===== src/rtl/mod_down_timer.sv =====
// mod_down_timer: a cascade of modulo-N down-counting digits. The default
// build is an mm:ss display timer (moduli 10, 6, 10, 10 from digit 0 up).
//
// Each DIGIT_MODS field holds one digit's modulus. A field value of 0 stands
// for 2^DIGIT_W, the one legal modulus that does not fit in DIGIT_W bits.
// A field value of 1 is rejected at elaboration time.
//
// Optional feature, macro TIMER_WRAP_EN: while the count is all zero and en
// is high, every digit reloads to MOD_i-1 instead of holding at zero.
module mod_down_timer #(
  parameter int NUM_DIGITS = 4,
  parameter int DIGIT_W    = 4,
  parameter logic [NUM_DIGITS*DIGIT_W-1:0] DIGIT_MODS = 16'hAA6A
) (
  input  logic                          clock,
  input  logic                          clearn,
  input  logic                          loadn,
  input  logic                          en,
  input  logic [NUM_DIGITS*DIGIT_W-1:0] data,
  output logic [NUM_DIGITS*DIGIT_W-1:0] digits,
  output logic                          zero,
  output logic                          tc,
  output logic                          done
);

  localparam int                  TOTAL_W = NUM_DIGITS * DIGIT_W;
  localparam logic [DIGIT_W-1:0]  ONE     = DIGIT_W'(1);

  // Largest value of each digit (MOD_i - 1). A field of 0 wraps to all ones,
  // which is exactly 2^DIGIT_W - 1.
  function automatic logic [TOTAL_W-1:0] f_max_vals(input logic [TOTAL_W-1:0] mods);
    logic [TOTAL_W-1:0] res;
    res = '0;
    for (int i = 0; i < NUM_DIGITS; i++) begin
      res[i*DIGIT_W +: DIGIT_W] = mods[i*DIGIT_W +: DIGIT_W] - ONE;
    end
    return res;
  endfunction

  localparam logic [TOTAL_W-1:0] MAX_VALS = f_max_vals(DIGIT_MODS);

  // Reject any digit whose modulus is 1.
  for (genvar gi = 0; gi < NUM_DIGITS; gi++) begin : g_mod_check
    if (DIGIT_MODS[gi*DIGIT_W +: DIGIT_W] == ONE) begin : g_bad_mod
      $error("mod_down_timer: DIGIT_MODS digit %0d has illegal modulus 1", gi);
    end
  end

  logic [TOTAL_W-1:0] r_digits;
  logic               r_done;

  logic [TOTAL_W-1:0] w_load_val;
  logic [TOTAL_W-1:0] w_dec_val;
  logic [TOTAL_W-1:0] w_next;
  logic [DIGIT_W-1:0] w_cur;
  logic [DIGIT_W-1:0] w_max;
  logic               w_borrow;
  logic               w_zero;
  logic               w_count_ok;
  logic               w_next_done;

  assign w_zero = (r_digits == '0);

  // Saturated load value and borrow-chain decrement value for every digit.
  // NOTE: every variable gets a default at the top of the block so no path
  // leaves one unassigned, which would otherwise infer a latch.
  always_comb begin
    w_load_val = '0;
    w_dec_val  = r_digits;
    w_borrow   = 1'b1;
    w_cur      = '0;
    w_max      = '0;
    for (int i = 0; i < NUM_DIGITS; i++) begin
      w_cur = r_digits[i*DIGIT_W +: DIGIT_W];
      w_max = MAX_VALS[i*DIGIT_W +: DIGIT_W];
      w_load_val[i*DIGIT_W +: DIGIT_W] =
        (data[i*DIGIT_W +: DIGIT_W] > w_max) ? w_max : data[i*DIGIT_W +: DIGIT_W];
      if (w_borrow) begin
        w_dec_val[i*DIGIT_W +: DIGIT_W] = (w_cur == '0) ? w_max : (w_cur - ONE);
      end
      // Higher digits only move while every lower digit sits at zero.
      w_borrow = w_borrow & (w_cur == '0);
    end
  end

  // Next count: clear dominates (async), then load, then enabled decrement.
  always_comb begin
`ifdef TIMER_WRAP_EN
    w_count_ok = 1'b1;
`else
    w_count_ok = ~w_zero;
`endif
    w_next      = r_digits;
    w_next_done = 1'b0;
    if (!loadn) begin
      w_next = w_load_val;
    end else if (en && w_count_ok) begin
      w_next      = w_dec_val;
      w_next_done = ~w_zero & (w_dec_val == '0);
    end
  end

  // Count register.
  // NOTE: sequential state uses non-blocking assignments so every register
  // samples the pre-edge values, independent of statement order.
  always_ff @(posedge clock or negedge clearn) begin
    if (!clearn) begin
      r_digits <= '0;
    end else begin
      r_digits <= w_next;
    end
  end

  // Expiry pulse: high for the one cycle after a nonzero-to-zero decrement.
  always_ff @(posedge clock or negedge clearn) begin
    if (!clearn) begin
      r_done <= 1'b0;
    end else begin
      r_done <= w_next_done;
    end
  end

  assign digits = r_digits;
  assign zero   = w_zero;
  assign tc     = en & w_zero;
  assign done   = r_done;

endmodule

===== config.mk =====
export PLATFORM = sky130hd
export DESIGN_NAME = mod_down_timer
export DESIGN_NICKNAME = d
export VERILOG_FILES = /design/src/rtl/mod_down_timer.sv
export SDC_FILE = /design/constraint.sdc
export NUM_CORES = 1
export LEC_CHECK = 0
export BUFFER_PORTS_ARGS = -buffer_cell sky130_fd_sc_hd__buf_2
export CORE_AREA = 2 2 65 67
export DETAILED_ROUTE_END_ITERATION = 8
export DIE_AREA = 0 0 67 69
export PLACE_DENSITY = 0.53
export SLEW_MARGIN = 25
export SYNTH_ARGS = -nofsm -noshare
export SYNTH_HDL_FRONTEND = slang
export SYNTH_SLANG_ARGS = --single-unit

===== constraint.sdc =====
create_clock -name clock -period 1.9 [get_ports clock]
set_clock_uncertainty 0.2 [all_clocks]
set_input_delay 0.095 -clock clock [delete_from_list [all_inputs] [get_ports clock]]
set_output_delay 0.095 -clock clock [all_outputs]
set_load 0.03 [all_outputs]

==> results.sh, run 1 <==
export IMPL_dp_cells=229
export IMPL_endpoint_kind="primary output"
export IMPL_async_flop_share_pct=100
export IMPL_max_freq_mhz=513
export IMPL_setup_worst_path_start_class="flop"
export IMPL_fillers=389
export IMPL_antenna_found_initial=0
export IMPL_first_iter_violations=36
export IMPL_fin_crit_sh_pct=103
export IMPL_design_power_total_mw=1.11
export IMPL_cp_startpoint="digits[6]"
export IMPL_r2r_slack_ns=-0.02
export IMPL_grt_pass1_vias=1332
export IMPL_hold_class="in -> reg"
export IMPL_track_usage_pct=16.3
export IMPL_grt_max_degree=20
export IMPL_fp_dieW_um=67
export IMPL_ff2ff_path_depth=6
export IMPL_critical_path_arrival_ns=1.66
export IMPL_grt_pass1_wl_um=6000
export IMPL_fin_ws_ns=-0.0507
export IMPL_cts_buffers=3
export IMPL_ys_warn_count=0
export IMPL_synth_area_per_cell_um2=9.48
export IMPL_ys_seq_elements=17
export IMPL_clockBufferDepth=2
export IMPL_dpl_hpwl_um=2530
export IMPL_yosysUniqueCellTypes=51
export IMPL_maxSlewViolCount=0
export IMPL_vias=1280
export IMPL_grt_overflow=0
export IMPL_cts_tree="done"
export IMPL_htree_levels=1
export IMPL_rows=23
export IMPL_wirelength_um=3570
export IMPL_synth_common_cells="dfrtp_1, nor2_1, nand2_1"
export IMPL_synth_edf_count=0
export IMPL_r2r_start="digits[6]"
export IMPL_worstSetupPathType="reg -> out"
export IMPL_dp_slack_ns=-0.0411
export IMPL_syn_area_mm2=0.00115
export IMPL_synth_nets=141
export IMPL_p_leak_nw=0.860
export IMPL_status="finished, violations left"
export IMPL_io_pins=39
export IMPL_cts_root_buf="clkbuf_8"
export IMPL_core_mm2=0.00391
export IMPL_max_vdd_ir_drop_v=0.000278
export IMPL_hold_path_endpoint="digits[15]"
export IMPL_die_h_um=69
export IMPL_synth_area_leaders="dfrtp_1, nor2_1, nand4_4, nor4_4, a21oi_1"
export IMPL_wl_per_cell_um=13.8
export IMPL_yosys_cell_count_top_type="dfrtp_1"
export IMPL_via_per_inst=4.96
export IMPL_start_util_pct=29.3
export IMPL_maxCapViolCount=0
export IMPL_worstReg2RegEnd="digits[14]"
export IMPL_timing_hold_ws_ns=0.0570
export IMPL_ant_nets=0
export IMPL_drive_gt1_share_pct=49.5
export IMPL_hold_viol=0
export IMPL_nets=229
export IMPL_hold_depth=3
export IMPL_slew_headroom_pct=71.0
export IMPL_route_detailed_drc=0
export IMPL_dieArea_mm2=0.00462
export IMPL_yosysTopAreaCell="dfrtp_1"
export IMPL_cts_reportedPaths_clkPinSlew_ns=0.07
export IMPL_gp_congestion=0.792
export IMPL_diodes=0
export IMPL_period_minus_slack_ns=1.95
export IMPL_cts_sinks=17
export IMPL_worstSkewPairLatency_ns=0.25
export IMPL_syn_inst=121
export IMPL_stdcell_count=258
export IMPL_ys_flop_type="dfrtp_1"
export IMPL_numPortBuffers=38
export IMPL_violations="negative setup slack"
export IMPL_rsz0062_at_grt="true"
export IMPL_finalSetupViolCount=4
export IMPL_yosysSeqAreaShare_pct=37.1
export IMPL_synthDominantCellAreaShare_pct=37.1
export IMPL_area_growth_pct=71.8
export IMPL_worst_pin_slew_ns=0.435
export IMPL_worst_hold_startpoint="loadn"
export IMPL_worst_ep_required_time_ns=1.60
export IMPL_firstDrtPassIters=4
export IMPL_powerDensity_mw_per_mm2=565
export IMPL_worst_path_max_fanout=3
what timing repair did:
| action | 4_1_cts | 5_1_grt |
|---|---|---|
| gates resized for setup | 7 | 17 |
| hold buffers | 19 | 0 |
| pin swaps | 7 | 9 |
| endpoints found under the setup margin | 7 | 16 |
| hold endpoints to repair | 32 | 0 |
| buffers inserted | 5 | 1 |
routing by layer:
layer	track usage [%]	up-vias	wire length [um]
met5	0	-	0
met4	3.40	0	29
met3	2.61	4	97
met2	29.3	20	1940
met1	20.0	627	1500
li1	-	629	-
worst max-delay path, stage by stage (launching register included):
cell	delay [ns]
dfrtp_2	0.42
nor4_4	0.25
buf_4	0.18
nand4_4	0.12
nor2_4	0.16
and2_4	0.15
buf_6	0.12
logic make-up after synthesis:
kind of cell | Yosys count | synth area share [%]
DFF | 17 | 37.1
xor gates and xnor gates | 5 | 3.82
muxes | 2 | 1.85
and+or+nand+nor | 50 | 30.1
buffers and inverters | 10 | 3.49
AOI/OAI and AO/OA | 37 | 23.7
stage by stage:
stage | utilization (%) | TNS [ns] | area (um^2)
5_1_grt | 50.4 | -1.09 | 1970
6_report | 50.4 | -0.0782 | 1970
4_1_cts | 48.5 | -0.103 | 1900
3_5_place_dp | 40.8 | -0.0746 | 1600
2_1_floorplan | - | -1.02 | 1190
3_3_place_gp | 40.8 | -0.00829 | 1600
power by group:
part | switching, mW | internal, mW | leakage [nW] | total [mW]
logic | 0.224 | 0.181 | 0.636 | 0.405
clock network | 0.131 | 0.149 | 0.0228 | 0.280
registers | 0.0334 | 0.394 | 0.202 | 0.428
total | 0.389 | 0.724 | 0.860 | 1.11
state kept, by name, summed over array words and instances, names as in the netlist:
name,count
digits,16
done,1
worst max-delay path by stage:
stage	slack, ns	to
after floorplan	-0.21	digits[14]
after global placement	-0.008	digits[14]
after detailed placement	-0.04	digits[14]
after CTS	-0.04	digits[14]
after global routing	-0.13	tc
final	-0.05	tc
cells in the final DEF (no fill, tap or decap), types with 3 or more instances in the layout:
cell           instances
a21oi_1                6
buf_2                 36
buf_4                 27
buf_6                  5
clkbuf_8               3
dfrtp_1               13
dfrtp_2                4
dlygate4sd3_1         19
inv_1                  5
nand2_1                9
nor2_1                12
nor3_1                 4
nor4_4                 3
o21ai_0                3
xor2_1                 3
area by class of cell:
class	instances	area, um^2	share of cell area, %
Timing Repair Buffer	88	644	32.7
Clock buffer	4	45.0	2.29
Sequential cell	17	430	21.8
Multi-Input combinational cell	94	769	39.0
Inverter	5	18.8	0.952
Tap cell	50	62.6	3.17
No activity file was read; power rests on OpenSTA's default activity.
==> run 2, diff against run 1 <==
Settings changed: CORE_AREA 2 2 65 67 to 2 2 55 57, DIE_AREA 0 0 67 69 to 0 0 57 59, PLACE_DENSITY 0.53 to 0.71, REMOVE_ABC_BUFFERS set to 1.
==> run 2 against run 1 <==
Net effect:
- the flow finishes with violations (negative hold slack, negative setup slack)
- via count increased by 10%
- combinational power increased by 5%
- die area is 27% lower
- hold slack worse by 0.062 ns
- non-clock buffer count up 9
- clock power fell by 23%
- core utilization increased by 24 points
- register-to-register slack got worse by 0.15 ns
- count of clock-buffer cells in the layout is the same
- final area rose by 2.6%
==> results.sh, run 2 (synthesized netlist as in run 1, its figures left out) <==
export IMPL_finalSetupViolCount=13
export IMPL_dieArea_mm2=0.00336
export IMPL_placedInstanceArea_mm2=0.00153
export IMPL_max_freq_mhz=484
export IMPL_rows=19
export IMPL_via_per_inst=5.68
export IMPL_switchingPower_mw=0.407
export IMPL_fillers=202
export IMPL_cts_root_buf="clkbuf_4"
export IMPL_stdcell_count=248
export IMPL_hold_viol=1
export IMPL_largest_reg_flops=16
export IMPL_maxCapViolCount=0
export IMPL_worstSkewPairLatency_ns=0.31
export IMPL_swShare_pct=38.0
export IMPL_start_util_pct=42.3
export IMPL_first_iter_violations=51
export IMPL_layout_commonest_cell="buf_2"
export IMPL_hold_class="in -> reg"
export IMPL_fin_crit_sh_pct=109
export IMPL_p_leak_nw=0.894
export IMPL_cts_tree="done"
export IMPL_nets=238
export IMPL_path_cells="nor4_4 -> buf_4 -> buf_6 -> buf_4 -> buf_6 -> and3_4 -> a211oi_4 -> xnor2_1 -> a21oi_1"
export IMPL_gp_congestion=0.839
export IMPL_seq_power_share_pct=40.2
export IMPL_power_frac_clock_pct=20.1
export IMPL_fin_ws_ns=-0.165
export IMPL_io_pins=39
export IMPL_wirelength_um=4200
export IMPL_tns_ns=-1.27
export IMPL_area_growth_pct=76.2
export IMPL_status="finished, violations left"
export IMPL_fp_dieW_um=57
export IMPL_dp_cells=208
export IMPL_worst_pin_slew_ns=0.399
export IMPL_track_usage_pct=22.3
export IMPL_max_vdd_ir_drop_v=0.000587
export IMPL_dp_slack_ns=-0.0402
export IMPL_violations="negative hold slack, negative setup slack"
export IMPL_cts_sinks=17
export IMPL_grt_pass1_vias=1369
export IMPL_cp_slowest_stage_delay_ns=0.42
export IMPL_power_internal_mw=0.663
export IMPL_route_detailed_drc=0
export IMPL_timing_hold_ws_ns=-0.00456
export IMPL_drive_gt1_share_pct=49.3
export IMPL_htree_levels=1
export IMPL_diodes=0
export IMPL_cts_buffers=3
export IMPL_worst_ep_required_time_ns=1.91
export IMPL_rsz0062_at_grt="true"
export IMPL_period_minus_slack_ns=2.07
export IMPL_antenna_found_initial=0
export IMPL_die_h_um=59
export IMPL_firstDrtPassIters=4
export IMPL_core_mm2=0.00271
export IMPL_cts_reportedPaths_clkPinSlew_ns=0.11
export IMPL_numPortBuffers=38
export IMPL_dpl_hpwl_um=2350
export IMPL_maxSlewViolCount=0
export IMPL_stdcell_area_mm2=0.00202
export IMPL_critical_path_arrival_ns=2.08
export IMPL_setup_worst_path_start_class="flop"
export IMPL_powerDensity_mw_per_mm2=529
export IMPL_fin_util_pct=74.6
export IMPL_design_power_total_mw=1.07
export IMPL_grt_max_degree=18
export IMPL_combPwrFrac_pct=39.7
export IMPL_grt_pass1_wl_um=5780
export IMPL_vias=1409
export IMPL_endpoint_kind="flop"
export IMPL_wl_per_cell_um=16.9
export IMPL_grt_overflow=0
export IMPL_worst_path_max_fanout=3
export IMPL_slew_headroom_pct=73.3
export IMPL_layout_common_cells="buf_2, buf_4, dlygate4sd3_1, dfrtp_1, nor2_1"
export IMPL_worstSetupPathType="reg -> reg"
export IMPL_clockBufferDepth=2
export IMPL_cpMaxStageDelayCell="dfrtp_1"
export IMPL_ant_nets=0
[run 2: changes by cell type in the layout (fill, tap and decap cells not counted), sizes merged]
cell         change
buf              +4
dlygate4sd3      +5
[run 2: area by class of cell]
type                       count  area (um^2)  area share [%]
multi-input combinational     94          785            38.8
tap                           31         38.8            1.92
sequential                    17          425            21.0
inverter                       5         18.8           0.928
timing repair buffer          97          728            36.0
clock buffer                   4         26.3            1.30
[run 2: routing by layer]
layer	routed length [um]	vias to the layer above	GRT usage [%]
met2	2190	72	42.2
met5	0	-	0
li1	-	646	-
met4	85	0	8.97
met1	1630	680	25.4
met3	297	11	2.62
[run 2: timing repair]
action | in CTS | in global routing
resized for setup | 10 | 22
pin swaps | 2 | 26
hold endpoints to repair | 32 | 0
endpoints found under the setup margin | 4 | 17
buffers inserted | 3 | 9
hold buffers | 24 | 0
[run 2: worst max-delay path: cells and delay by family, from the launching register on]
kind	cells	cell delay, ns
AO/OA/AOI/OAI	2	0.16
XOR/XNOR	1	0.18
buffers and inverters	4	0.48
flip-flops	1	0.42
AND/OR/NAND/NOR	2	0.51
[run 2: power groups by stage]
stage	combinational, mW	clock, mW	sequential [mW]
after CTS	0.389	0.209	0.425
after floorplan	0.107	0	0.509
after detailed placement	0.344	0	0.431
after global placement	0.337	0	0.430
final	0.424	0.215	0.430
after global routing	0.451	0.227	0.432
[run 2: final timing paths]
| path | start | endpoint | slack (ns) | depth (start not counted) |
|---|---|---|---|---|
| setup / recovery | digits[5] | digits[6] | -0.17 | 9 |
| hold / removal | loadn | digits[1] | -0.005 | 3 |
| setup reg to reg | digits[5] | digits[6] | -0.17 | 9 |
| hold reg to reg | digits[15] | digits[15] | 0.38 | 2 |
| max in group asynchronous | clearn | digits[13] | 1.14 | 2 |
| min in group asynchronous | clearn | digits[5] | 0.07 | 2 |
